===== src/rtl/rom_dl_writer.sv =====
// rom_dl_writer: turns the ioctl byte stream into SDRAM toggle-handshake writes and palette strobes,
// and raises rom_loaded / releases core_reset once a download has fully drained.
module rom_dl_writer #(
   parameter int          FIFO_DEPTH = 4,
   parameter logic [24:0] PAL_BASE   = 25'h18000,
   parameter int          PAL_SIZE   = 32,
   parameter int          TIMEOUT    = 255
) (
   input  logic        clk_sys,
   input  logic        reset,
   input  logic        ioctl_download,
   input  logic        ioctl_wr,
   input  logic [24:0] ioctl_addr,
   input  logic [7:0]  ioctl_dout,
   input  logic        status_reset,
   output logic        sdram_req,
   input  logic        sdram_ack,
   output logic [22:0] sdram_a,
   output logic [1:0]  sdram_ds,
   output logic [15:0] sdram_d,
   output logic        sdram_we,
   output logic        pal_wr,
   output logic [4:0]  pal_addr,
   output logic [7:0]  pal_dat,
   output logic        rom_loaded,
   output logic        core_reset,
   output logic        overflow,
   output logic        ack_timeout
);
   localparam int AW = $clog2(FIFO_DEPTH);
   localparam int TW = $clog2(TIMEOUT + 1);
   localparam logic [AW:0]   FULL    = FIFO_DEPTH[AW:0];
   localparam logic [TW-1:0] TMAX    = TIMEOUT[TW-1:0];
   localparam logic [25:0]   PAL_END = {1'b0, PAL_BASE} + PAL_SIZE[25:0];
   typedef enum logic {IDLE, WAIT_ACK} state_t;
   state_t state;
   logic wr_q, seen, ev, is_pal, full, empty, push, pop;
   logic [31:0] mem [FIFO_DEPTH];
   logic [31:0] head;
   logic [AW-1:0] wp, rp;
   logic [AW:0] cnt;
   logic [TW-1:0] tcnt;
   assign ev     = ioctl_wr & ~wr_q & ioctl_download;
   assign is_pal = (ioctl_addr >= PAL_BASE) && ({1'b0, ioctl_addr} < PAL_END);
   assign full   = cnt == FULL;
   assign empty  = cnt == '0;
   assign push   = ev & ~is_pal & ~full;
   assign pop    = (state == IDLE) & ~empty;
   assign head   = mem[rp];
   // Entries keep addr[23:0] only: addr[24] matters solely for the palette compare.
   always_ff @(posedge clk_sys) begin
      if (push) mem[wp] <= {ioctl_addr[23:0], ioctl_dout};
   end
   always_ff @(posedge clk_sys or posedge reset) begin
      if (reset) begin
         state       <= IDLE;
         wr_q        <= 1'b0;
         seen        <= 1'b0;
         wp          <= '0;
         rp          <= '0;
         cnt         <= '0;
         tcnt        <= '0;
         sdram_req   <= 1'b0;
         sdram_we    <= 1'b0;
         sdram_a     <= '0;
         sdram_ds    <= '0;
         sdram_d     <= '0;
         pal_wr      <= 1'b0;
         pal_addr    <= '0;
         pal_dat     <= '0;
         rom_loaded  <= 1'b0;
         core_reset  <= 1'b1;
         overflow    <= 1'b0;
         ack_timeout <= 1'b0;
      end else begin
         wr_q   <= ioctl_wr;
         pal_wr <= ev & is_pal;
         if (ev & is_pal) begin
            pal_addr <= ioctl_addr[4:0];
            pal_dat  <= ioctl_dout;
         end
         if (ev & ~is_pal & full) overflow <= 1'b1;
         if (ioctl_download) seen <= 1'b1;
         if (push) wp <= wp + AW'(1);
         if (pop) rp <= rp + AW'(1);
         cnt <= cnt + {{AW{1'b0}}, push} - {{AW{1'b0}}, pop};
         if (state == IDLE) begin
            if (!empty) begin
               sdram_a   <= head[31:9];
               sdram_ds  <= {head[8], ~head[8]};
               sdram_d   <= {2{head[7:0]}};
               sdram_we  <= 1'b1;
               sdram_req <= ~sdram_req;
               tcnt      <= '0;
               state     <= WAIT_ACK;
            end
         end else if (sdram_ack == sdram_req) begin
            sdram_we <= 1'b0;
            state    <= IDLE;
         end else if (tcnt == TMAX) begin
            // Give up on this entry without re-toggling; the next issue toggles again.
            ack_timeout <= 1'b1;
            sdram_we    <= 1'b0;
            state       <= IDLE;
         end else begin
            tcnt <= tcnt + TW'(1);
         end
         if (!ioctl_download && seen && empty && state == IDLE) rom_loaded <= 1'b1;
         core_reset <= status_reset | ioctl_download | ~rom_loaded;
      end
   end
endmodule


===== config.mk =====
export PLATFORM = sky130hd
export DESIGN_NAME = rom_dl_writer
export DESIGN_NICKNAME = d
export VERILOG_FILES = /design/src/rtl/rom_dl_writer.sv
export SDC_FILE = /design/constraint.sdc
export NUM_CORES = 1
export LEC_CHECK = 0
export BUFFER_PORTS_ARGS = -buffer_cell sky130_fd_sc_hd__buf_2
export CAP_MARGIN = 30
export CORE_MARGIN = 1.5
export CORE_UTILIZATION = 35
export DETAILED_ROUTE_END_ITERATION = 10
export GPL_TIMING_DRIVEN = 1
export PLACE_DENSITY_LB_ADDON = 0.3
export SLEW_MARGIN = 15
export SYNTH_ARGS = -nofsm -noshare
export SYNTH_HDL_FRONTEND = slang
export SYNTH_SLANG_ARGS = --single-unit

===== constraint.sdc =====
create_clock -name clk_sys -period 2.6 [get_ports clk_sys]
set_clock_uncertainty 0.2 [all_clocks]
set_input_delay 0.26 -clock clk_sys [delete_from_list [all_inputs] [get_ports clk_sys]]
set_output_delay 0.26 -clock clk_sys [all_outputs]
set_load 0.005 [all_outputs]

==> results.cfg <==
[run_status]
status = complete, no violations

[clocking]
clkLatencyLatePin_ps = 430
clkTransAtPathRegs_ps = 70
htree_levels = 4
tritoncts.num_buffers = 17
tritoncts = done
clock_root_cell = sky130_fd_sc_hd__clkbuf_16
clock_path_buffers = 2
numClockSinks = 199

[floorplanning]
chipHeight_um = 151.6
die_w_um = 151.6
placement_rows = 54
initial_core_util_pct = 35.52
core_area_um2 = 21760
dieArea_um2 = 22980
ioPinCount = 100

[timing]
timing.final.crit_share_pct = 96.02
layout_min_cycle_time_ps = 2497
setup_repair_after_global_routing_missed_its_margin = false
final.hold.worst_slack_ps = 258.5
setup_ws_ps = 103.5
worst_margin_slew_ps = 618.8
fmax_ghz = 0.4006
slew_hr_pct = 58.62
finalHoldViolCount = 0
report.final.slew_viol_count = 0
final-setup-viol-count = 0
final.setup.tns_ps = 0

[worst_setup_path]
capturing_element_type_of_the_critical_path = flip-flop
critical_path_class = input pin to flip-flop
critical_path_arrival_ps = 2650
worst_setup_path_start_kind = input pin
worst_ep_required_time_ps = 2760
cp_max_fo = 7

[synth]
synth_seq_cells = 199
synth_top_cell_area_share_pct = 49.73
yosys-mux-area-fraction_pct = 11.85
synthDominantAreaCellType = sky130_fd_sc_hd__edfxtp_1
yosysSeqAreaShare_pct = 72.74
post_synth_and_or_nand_nor_area_fraction_pct = 8.596
yosys.cell_types.count = 44
synthAdderAreaFrac_pct = 1.392
synth_top_family_by_area = multiplexers
yosys_warning_count = 0
synth_xor_area_share_pct = 0.7933
synth_cells = 461
synth_net_count = 508
post_synth_main_area_contributors = sky130_fd_sc_hd__edfxtp_1, sky130_fd_sc_hd__dfrtp_1, sky130_fd_sc_hd__mux4_2
synth_area_in_compound_gates_pct = 1.975
synthesized_area_per_cell_um2 = 16.76
syn_area_um2 = 7729

[route]
initialDrtViolationCount = 186
vias_per_cell = 4.827
remaining_drc_errors = 0
detail-route-antenna-nets = 0
drtPass1Iterations = 5
drt-total-wl_um = 16500
post_drt_wl_per_cell_um = 18.25
detailroute.via_count = 4364

[pwr]
max-vdd-ir-drop_mv = 0.4765
cellPowerDensity_nw_per_um2 = 973.5
power.total_mw = 9.357
p_leak_nw = 3.832

[placed_design]
io_buffers = 99
dp.final_hpwl_um = 10070
pre_cts_ws_ps = 119.2
globalplace.congestion = 0.7120

[cells_and_area]
antenna-diode-count = 0
filler_cell_count = 1959
fin_nets = 658
area_growth_syn_to_layout_pct = 24.36
final_layout_size_suffix_gt1_share_pct = 34.29

[grt]
grt_pass1_wl_um = 25810
track_usage_pct = 15.45
grt_start_max_net_pins = 72
initial_antenna_violation_count = 0
grt.overflow.total = 0
grt_pass1_vias = 4589

[min_path]
hold_class = input pin to async pin

[flow_run]
drv_cap = 0
==> per-stage QoR <==
| step | cells | utilization [%] | instance area (um^2) |
|---|---|---|---|
| finish | 904 | 44.18 | 9612 |
| global route | 904 | 44.18 | 9612 |
| CTS | 903 | 44.11 | 9597 |
| detailed placement | 832 | 39.68 | 8633 |
| global placement | 832 | 39.68 | 8633 |
| floorplan | 461 | - | 7729 |
==> cells by family (layout without fill, tap and decap cells) <==
group	count (synthesis)	in the layout
simple gates	142	142
mux	46	46
xor+xnor	7	7
buf+inv	37	200
flops	199	199
fa+ha+maj	8	8
compound gates	22	22
==> layout make-up <==
class / count / area [um^2] / area share [%]
Clock buffer: 21 / 460.4 / 4.790
Clock inverter: 11 / 112.6 / 1.172
Inverter: 10 / 38.79 / 0.4035
Multi-Input combinational cell: 225 / 1914 / 19.92
Sequential cell: 199 / 5624 / 58.51
Tap cell: 280 / 350.3 / 3.645
Timing Repair Buffer: 158 / 1111 / 11.56
==> path summary, 6_finish.rpt <==
check / slack (ps) / from / endpoint / cells after the start
setup reg to reg: 290 / cnt[0] / cnt[2] / 9
min in group clk_sys: 260 / rom_loaded / core_reset / 1
hold / removal: 260 / reset / sdram_a[12] / 4
setup / recovery: 100 / ioctl_addr[17] / cnt[2] / 10
max in group asynchronous: 1590 / reset / rp[0] / 4
hold reg to reg: 260 / rom_loaded / core_reset / 1
==> report_power, final <==
| group | leakage (nW) | internal (mW) | total [mW] | switching, mW |
|---|---|---|---|---|
| logic | 1.51 | 1.19 | 2.58 | 1.40 |
| clock network | 0.275 | 1.39 | 2.56 | 1.17 |
| registers | 2.04 | 3.88 | 4.22 | 0.334 |
==> synthesized netlist by cell type (all sizes together) <==
cell type / instances
nand2: 104
nand4: 1
a21oi: 3
mux2: 14
nand2b: 1
and2: 4
nor4b: 4
o21ai: 6
or3: 2
mux4: 32
o311ai: 2
o211ai: 2
a31oi: 1
o21a: 2
nand3: 9
nor3: 3
nor2: 2
nand3b: 1
o31ai: 2
dfstp: 1
edfxtp: 128
buf: 20
nor4: 7
o41ai: 2
xnor2: 6
xor2: 1
or4: 1
dfrtp: 70
fa: 1
a31o: 1
o21bai: 1
clkbuf: 7
inv: 10
ha: 7
or2: 3
==> cells in the final DEF, fill, tap and decap left out, drive strengths merged <==
cell type / count
o211ai: 2
o311ai: 2
nand4: 1
inv: 14
o21bai: 1
nor4: 7
and2: 4
nor2: 2
fa: 1
buf: 119
nor3: 3
nand3b: 1
clkbuf: 21
nand2: 104
bufinv: 1
a31o: 1
nand2b: 1
edfxtp: 128
nor4b: 4
xnor2: 6
dfstp: 1
dfrtp: 70
dlygate4sd3: 39
clkinv: 4
or3: 2
mux2: 14
o31ai: 2
o21ai: 6
xor2: 1
or4: 1
mux4: 32
clkinvlp: 2
ha: 7
a21oi: 3
o41ai: 2
or2: 3
a31oi: 1
nand3: 9
o21a: 2
==> sequential cells by signal, indices dropped and copies added (netlist names), 2 cells and up <==
register	cells
sdram_d	8
sdram_ds	2
rp	2
pal_dat	8
wp	2
sdram_a	23
pal_addr	5
cnt	3
tcnt	8
mem	128
==> what timing repair did <==
item,4_1_cts,5_1_grt
buffers inserted,0,1
endpoints found under the hold margin,217,0
hold buffers,39,0
resized for setup,0,2
setup endpoints to repair,0,1
==> layer usage <==
metal / share of wire [%] / vias to the layer above / routed length [um] / global-route usage (%)
li1: - / 1993 / - / -
met4: 1.4 / 0 / 228 / 4.760
met2: 51 / 100 / 8338 / 26.61
met3: 4.0 / 16 / 661 / 3.473
met1: 44 / 2255 / 7271 / 19.40
met5: 0 / - / 0 / 0
==> critical path, cell delays in order <==
cell	delay, ps
sky130_fd_sc_hd__dlygate4sd3_1	530
sky130_fd_sc_hd__buf_2	160
sky130_fd_sc_hd__nor4b_4	260
sky130_fd_sc_hd__buf_4	170
sky130_fd_sc_hd__nand3_2	80
sky130_fd_sc_hd__o21a_2	280
sky130_fd_sc_hd__ha_1	220
sky130_fd_sc_hd__fa_1	380
sky130_fd_sc_hd__xnor2_1	170
sky130_fd_sc_hd__xnor2_1	130
No activity file was read; power rests on OpenSTA's default activity.
